**src/rtl/missile_pkg.sv**
```systemverilog
// missile_pkg: shared slot states, screen geometry and sprite-ROM frame helper
package missile_pkg;
    typedef enum logic [1:0] {S_IDLE, S_FLY, S_BOOM} slot_state_t;
    localparam int SCREEN_W = 640;
    localparam int SCREEN_H = 480;
    function automatic logic [15:0] sprite_base(input logic boom, input int size_x, input int size_y);
        return boom ? 16'(size_x * size_y) : 16'd0;
    endfunction
endpackage

```
**src/rtl/missile_slot.sv**
```systemverilog
// missile_slot: one missile FSM with its position, explosion timer and pixel test
module missile_slot
    import missile_pkg::*;
#(
    parameter int SIZE_X = 12,
    parameter int SIZE_Y = 40,
    parameter int Y_STEP = 7,
    parameter int Y_OFFSET = 38,
    parameter int FLOOR_Y = 400,
    parameter int EXPLODE_FRAMES = 8
) (
    input  logic        Clk,
    input  logic        Reset,
    input  logic        tick,
    input  logic        alloc,
    input  logic        alive,
    input  logic [9:0]  start_x,
    input  logic [9:0]  start_y,
    input  logic [9:0]  DrawX,
    input  logic [9:0]  DrawY,
    output logic        busy,
    output logic        hit,
    output logic        boom,
    output logic        entered_boom,
    output logic [15:0] addr
);
    localparam int CW = EXPLODE_FRAMES > 1 ? $clog2(EXPLODE_FRAMES) : 1;
    localparam logic signed [10:0] SX = 11'(SIZE_X);
    localparam logic signed [10:0] SY = 11'(SIZE_Y);
    localparam logic [10:0] HX = 11'(SIZE_X / 2);
    slot_state_t state;
    logic [9:0] x, y;
    logic [CW-1:0] cnt;
    logic [10:0] y_next;
    logic signed [10:0] lx, ly;
    assign y_next = {1'b0, y} + 11'(Y_STEP);
    always_ff @(posedge Clk or posedge Reset) begin
        if (Reset) begin
            state <= S_IDLE;
            x <= '0;
            y <= '0;
            cnt <= '0;
            entered_boom <= 1'b0;
        end else begin
            entered_boom <= 1'b0;
            if (!alive) begin
                state <= S_IDLE;
            end else if (alloc) begin
                state <= S_FLY;
                x <= start_x;
                y <= start_y + 10'(Y_OFFSET);
            end else if (tick && state == S_FLY) begin
                if (y_next >= 11'(FLOOR_Y)) begin
                    y <= 10'(FLOOR_Y);
                    cnt <= CW'(EXPLODE_FRAMES - 1);
                    state <= S_BOOM;
                    entered_boom <= 1'b1;
                end else begin
                    y <= y_next[9:0];
                end
            end else if (tick && state == S_BOOM) begin
                if (cnt == CW'(0)) state <= S_IDLE;
                else cnt <= cnt - CW'(1);
            end
        end
    end
    assign busy = state != S_IDLE;
    assign boom = state == S_BOOM;
    // sprite is anchored at its bottom-centre; signed offsets reject pixels left/above
    assign lx = {1'b0, DrawX} - {1'b0, x} + HX;
    assign ly = {1'b0, DrawY} - {1'b0, y} + 11'(SIZE_Y);
    assign hit = busy && !lx[10] && lx < SX && !ly[10] && ly < SY;
    assign addr = 16'(ly[9:0]) * 16'(SIZE_X) + 16'(lx[9:0]) + sprite_base(boom, SIZE_X, SIZE_Y);
endmodule

```
**src/rtl/missile_pool.sv**
```systemverilog
// missile_pool: allocates launches to free missile slots and muxes their pixel hits
module missile_pool
    import missile_pkg::*;
#(
    parameter int NUM_MISSILES = 4,
    parameter int SIZE_X = 12,
    parameter int SIZE_Y = 40,
    parameter int Y_STEP = 7,
    parameter int Y_OFFSET = 38,
    parameter int FLOOR_Y = 400,
    parameter int EXPLODE_FRAMES = 8,
    localparam int HW = NUM_MISSILES > 1 ? $clog2(NUM_MISSILES) : 1
) (
    input  logic                    Clk,
    input  logic                    Reset,
    input  logic                    frame_clk,
    input  logic                    launch,
    input  logic [9:0]              start_x,
    input  logic [9:0]              start_y,
    input  logic                    alive,
    input  logic [9:0]              DrawX,
    input  logic [9:0]              DrawY,
    output logic                    launch_ack,
    output logic                    full,
    output logic [NUM_MISSILES-1:0] active_mask,
    output logic                    explode_pulse,
    output logic                    is_missile,
    output logic                    exploding,
    output logic [HW-1:0]           hit_slot,
    output logic [15:0]             addr
);
    logic fc_q, tick, grant, found;
    logic [NUM_MISSILES-1:0] busy, hit, boom, entered, alloc;
    logic [15:0] slot_addr [NUM_MISSILES];
    logic [HW-1:0] free_idx, win;
    always_ff @(posedge Clk or posedge Reset) begin
        if (Reset) begin
            fc_q <= 1'b0;
            tick <= 1'b0;
            launch_ack <= 1'b0;
        end else begin
            fc_q <= frame_clk;
            tick <= frame_clk & ~fc_q;
            launch_ack <= grant;
        end
    end
    assign full = &busy;
    assign active_mask = busy;
    assign explode_pulse = |entered;
    assign grant = launch && alive && !full;
    // descending scan so the lowest index wins both allocation and display priority
    always_comb begin
        free_idx = '0;
        win = '0;
        found = 1'b0;
        for (int i = NUM_MISSILES - 1; i >= 0; i--) begin
            if (!busy[i]) free_idx = HW'(i);
            if (hit[i]) begin
                win = HW'(i);
                found = 1'b1;
            end
        end
        alloc = grant ? NUM_MISSILES'(1) << free_idx : '0;
    end
    assign is_missile = alive && found;
    assign exploding = is_missile && boom[win];
    assign hit_slot = is_missile ? win : '0;
    assign addr = is_missile ? slot_addr[win] : 16'd0;
    for (genvar s = 0; s < NUM_MISSILES; s++) begin : g_slot
        missile_slot #(
            .SIZE_X(SIZE_X), .SIZE_Y(SIZE_Y), .Y_STEP(Y_STEP), .Y_OFFSET(Y_OFFSET),
            .FLOOR_Y(FLOOR_Y), .EXPLODE_FRAMES(EXPLODE_FRAMES)
        ) u_slot (
            .Clk(Clk),
            .Reset(Reset),
            .tick(tick),
            .alloc(alloc[s]),
            .alive(alive),
            .start_x(start_x),
            .start_y(start_y),
            .DrawX(DrawX),
            .DrawY(DrawY),
            .busy(busy[s]),
            .hit(hit[s]),
            .boom(boom[s]),
            .entered_boom(entered[s]),
            .addr(slot_addr[s])
        );
    end
endmodule

```
**config.mk**
```make
export PLATFORM = sky130hd
export DESIGN_NAME = missile_pool
export DESIGN_NICKNAME = d
export VERILOG_FILES = /design/src/rtl/missile_pkg.sv /design/src/rtl/missile_slot.sv /design/src/rtl/missile_pool.sv
export SDC_FILE = /design/constraint.sdc
export NUM_CORES = 1
export LEC_CHECK = 0
export CAP_MARGIN = 20
export CORE_MARGIN = 4
export CORE_UTILIZATION = 55
export DETAILED_ROUTE_END_ITERATION = 12
export PLACE_DENSITY = 0.72
export RECOVER_POWER = 100
export SYNTH_ARGS = -nofsm -noshare
export SYNTH_HDL_FRONTEND = slang
export SYNTH_SLANG_ARGS = --single-unit
```
**constraint.sdc**
```tcl
create_clock -name Clk -period 25.3 [get_ports Clk]
set_input_delay 5.06 -clock Clk [delete_from_list [all_inputs] [get_ports Clk]]
set_output_delay 5.06 -clock Clk [all_outputs]
set_load 0.02 [all_outputs]
```
[Yosys cells after proc, flatten, opt, wreduce, memory -nomap -nowiden]
Index checks and enable logic that the tools add are counted.
Storage, ports and cells
  output and inout bits: 27
  bits in registers: 107
Cells by class
  muxes and demuxes: 92
  order comparisons: 14
  $mul: 4
  $add $sub $neg: 33
  shift-type cells: 1
  reductions and logical operators: 71
  equality and inequality tests: 28
  bitwise gates (word level): 7
Operators by type and width (count)
  $mux 10: 12
  $sub 10x10->11: 8
  $mux 2: 33
  $add 16x16->16: 4
  $add 14x10->15: 4
  $mul 10x2->12 const B: 4
  $mux 16: 3
  $mux 3: 16
  $add 10x3->11 const B: 4
  $add 11x3->11 const B: 4
  $add 11x6->11 const B: 4
  $ge 11x9->1 const B: 4
  $lt 11x5->1 const B: 4
  $lt 11x7->1 const B: 4
  $mux 9: 4
  $bmux 16 s2: 1
  $ne 4x1->1 const B: 8
  $logic_and 1x1->1: 28
  $reduce_bool 2->1: 12
  $mux 1: 21
  $reduce_and 5->1: 4
  $ne 4x4->1 const B: 4
  $reduce_and 2->1: 8
  $logic_not 3->1: 4
  other kinds (18): 48

[Longest topological paths before layout]
  depth in word-level cells: 16
  gate-level depth with buffers: 27

[Modules after synthesis]
A second synthesis with hierarchy kept.
Unflattened totals
  cell total of the unflattened synthesis: 1916
  area total of the unflattened synthesis: 15901.5 µm²
By module, submodules not included
  missile_slot (g_slot[0].u_slot ...): area an instance 3876.2 µm², cells an instance 471, instances 2, sequential area each 650.6 µm²
  missile_slot (g_slot[1].u_slot): area an instance 3749.8 µm², cells an instance 442, instances 1, sequential area each 650.6 µm²
  missile_slot (g_slot[3].u_slot): area an instance 3737.3 µm², cells an instance 446, instances 1, sequential area each 650.6 µm²
  missile_pool: area an instance 661.9 µm², cells an instance 86, instances 1, sequential area each 75.1 µm²

[Worst setup path before layout]
No wires, ideal clock.
  path type: input-to-output
  from: input port DrawY[0]
  to: output port addr[13]
  stages on the path: 26
  path buffers: 0
  slack: 9.862 ns
  data arrival time: 10.378 ns
  cells stage by stage: inv_1 -> ha_1 -> inv_1 -> ha_1 -> inv_1 -> fa_1 -> nor2b_1 -> o21a_1 -> nor2_1 -> xnor2_1 -> ha_1 -> and3_1 -> a221oi_1 -> nor2b_1 -> xnor2_1 -> ha_1 -> xnor2_1 -> ha_1 -> o21ai_0 -> a21o_1 -> or4b_2 -> and3_1 -> o31ai_1 -> o211ai_1 -> o311a_1 -> o31ai_1
Between the ends
  word-level cells in the longest chain between the ends: 14
  elaborated cells on any way between the ends: 50
  those cells by class: add/sub (16); mul (4); order compare (4); mux (12); bitwise (1); reduce/logical (13)
Ends and longest elaborated chain
  start: declaration: RTL line missile_pool.sv:22  | input logic [9:0] DrawY,
  parallel branches: the longest is 13 deep, another holds $add 16x16->16
  $mux 16 (*): RTL line missile_pool.sv:68  | assign addr = is_missile ? slot_addr[win] : 16'd0;
  end: declaration: RTL line missile_pool.sv:30  | output logic [15:0] addr
Mark *: on every way between the ends. The select of a mux whose other input is x is not followed.

[Worst setup path after layout]
  from: input port DrawY[1]
  to: output port addr[8]
Same word-level chain as after synthesis.

==> metrics <==
clock latency of the later-clocked register in the worst-skew pair 0.37 ns; routability-driven placement congestion ratio 0.971; number of max-cap violations 3; post-synth top area cell sky130_fd_sc_hd__ha_1; Post-synth ARST share 100%; number of core rows 61; Syn Nets 2,329; total count of max-transition violations in the final report 130; Detailed Route WL 47.8 mm; fraction of post-synthesis cell area in the top cell type by area 20.8%; Num CTS Buffers 9; number of instances in the synthesized netlist 2,003; number of gates resized after CTS 0; Final setup viols 0; fraction of final layout cells with drive strength greater than 1 3.26%; kind of start point of the critical path input pin; unique cell type count in the Yosys netlist 92; met1 Usage GRT 42.9%; total negative slack 0 ns; Cell Area, Placed 16,700 µm²; cell at the root of the clock tree sky130_fd_sc_hd__clkbuf_16; starting utilization of the core area 56.2%; Max transition margin -150%; worst r2r dst g_slot[1].u_slot.y[0]; grt total ovfl 0; x dimension of the die 177 µm; H-tree depth 3; clock slew at the register clock pins of the worst setup and hold paths 0.09 ns; startpoint-to-endpoint class of the critical path in -> out; synthesis-to-layout area growth 8.34%; unrepaired setup endpoints after global routing no; port buffer count 70; most instantiated library cell after synthesis sky130_fd_sc_hd__ha_1; die outline area 31,300 µm²; I/O pin count 72; share of the cycle needed by the critical path after routing 69.2%; initial antenna violation count 0; type of the tightest min-delay check reg -> reg; maximum clock insertion buffer count 2; Worst setup EP type primary output; violations in the final reports max-capacitance violations, max-slew violations; status finished, violations left; number of clock sinks 107; origin of the critical flop-to-flop path g_slot[1].u_slot.state[1]; Core Region 27,900 µm²; number of nets in the finished design 2,375; post-CTS setup buffer count 0; half-perimeter wire length after detailed placement 39.2 mm; mean number of vias per cell 6.25; routed wirelength normalized by instance count 19.7 µm; First-pass DRT Iterations 7; top post-synthesis cells by area sky130_fd_sc_hd__ha_1, sky130_fd_sc_hd__dfrtp_1, sky130_fd_sc_hd__inv_1; remaining number of nets flagged by the antenna check after routing 0; drt drc 0; Cells after DPL 2,416; Worst Max-Slew Pin Slew 3.74 ns; number of synthesized flops with an enable pin 0; CP Max Fanout 31; standard cell with the maximum stage delay on the critical path sky130_fd_sc_hd__o221a_1; Finished Cell Area 17,000 µm²; critical path's most frequent cell sky130_fd_sc_hd__ha_1; Vert. Die Dim 177 µm; Netlist Area Pre-Place 15,700 µm²; Arr. time, crit path 12.45 ns; Non-Filler Instances 2,432; total of flip-flops plus latches after synthesis 107; count of endpoints failing hold in the final timing report 0; DRC marker count from the first detailed-route iteration 1,454; leading post-synthesis cells by instance count sky130_fd_sc_hd__ha_1, sky130_fd_sc_hd__inv_1, sky130_fd_sc_hd__nand2_1; Hold Path Origin fc_q; Most Crowded Layer GR met2; list of cells traversed by the critical path dlygate4sd3_1 > ha_1 > ha_1 > inv_1 > fa_1 > nor2b_1 > o21a_1 > nor2_1 > xnor2_1 > ha_1 > a221o_1 > or4b_1 > or3_2 > nor4_1 > o221a_1 > nor3_1 > a211oi_1 > a311oi_1 > dlygate4sd3_1; via count 15,189; met3 track demand over resource in global routing 4.68%; TritonCTS clock tree done; number of global-route vias before repair 14,056; highest clock rate 0.0571 GHz; clock skew after layout 0.0183 ns; Worst Hold Path Cells 1; main flop type after synthesis sky130_fd_sc_hd__dfrtp_1; WP data required 20.24 ns; total of warnings raised by yosys 0; GR Util All Layers 30.4%; Diodes inserted 0; delay contributed by the slowest stage of the critical path 1.30 ns; proportion of synthesized chip area in sequential cells 17.1%; routing usage on met2 49.4%; Post-Route Utilization 60.9%; hold buffer count at CTS 0; synthesized area per cell 7.83 µm²; worst min-delay path endpoint tick; pin count of the biggest net entering global routing 70; flop2flop setup slack 21.44 ns; Final Critical Period 17.51 ns; r2r worst-path depth 7; wire length of the first global-routing pass 75.9 mm
worst max-delay path by stage:
stage / slack [ns] / to / startpoint
finish: 7.79 / addr[8] / DrawY[1]
floorplan: 9.86 / addr[13] / DrawY[0]
global route: 7.62 / addr[7] / DrawY[1]
CTS: 8.33 / addr[13] / DrawY[1]
global placement: 8.48 / addr[13] / DrawY[1]
detailed placement: 8.35 / addr[13] / DrawY[1]
stage by stage:
stage	hold WS (ns)	worst slack (ns)
floorplan	0.378	9.86
global route	0.412	7.62
global placement	0.381	8.48
detailed placement	0.395	8.35
CTS	0.391	8.33
finish	0.385	7.79
critical path: cells and delay by family:
family | cells | cell delay, ns
buffers and inverters | 3 | 1.47
AOI/OAI and AO/OA | 5 | 2.30
xor gates and xnor gates | 1 | 0.17
and+or+nand+nor | 6 | 2.22
adders and majority gates | 4 | 1.20
area by class of cell:
class | instances | area (µm²)
multi-input combinational | 1642 | 12000
inverter | 206 | 774
clock inverter | 6 | 65.1
fill | 2635 | 10900
sequential | 107 | 2680
clock buffer | 10 | 239
tap | 378 | 473
timing repair buffer | 83 | 772
layout by cell type (no fill, tap or decap), drive strengths merged, types with 7 or more instances in the layout:
cell type / count
a2111oi: 8
a211oi: 37
a21o: 43
a21oi: 144
a22o: 13
a311oi: 7
a31oi: 13
and2: 12
and3: 19
clkbuf: 17
clkdlybuf4s50: 44
dfrtp: 107
dlygate4sd3: 26
fa: 20
ha: 261
inv: 208
nand2: 182
nand2b: 34
nand3: 66
nand4: 11
nor2: 131
nor2b: 35
nor3: 52
nor3b: 7
nor4: 24
o2111ai: 9
o211ai: 24
o21a: 19
o21ai: 135
o21bai: 15
o22ai: 19
o311a: 7
o31a: 9
o31ai: 15
o41ai: 7
or2: 7
or3: 24
xnor2: 87
xor2: 37
per-layer routing:
metal,vias to the layer above,wire [µm]
li1,7400,-
met1,7210,21800
met2,516,21600
met3,63,3410
met4,0,1080
met5,-,0
sequential cells by signal (all words and copies together), names as in the netlist:
register                    flops
g_slot.u_slot.entered_boom      4
g_slot.u_slot.y                40
tick                            1
fc_q                            1
launch_ack                      1
g_slot.u_slot.cnt              12
g_slot.u_slot.state             8
g_slot.u_slot.x                40
logic make-up after synthesis:
logic type,synth area share (%)
fa+ha+maj,23.5
mux,0.391
other cells,0.0239
flops,17.1
buf+inv,6.48
compound gates,25.2
simple gates,20.2
xor+xnor,7.12
Power is not shown: default switching activity piles up to over one toggle a cycle in this logic, so the estimate is an artifact.
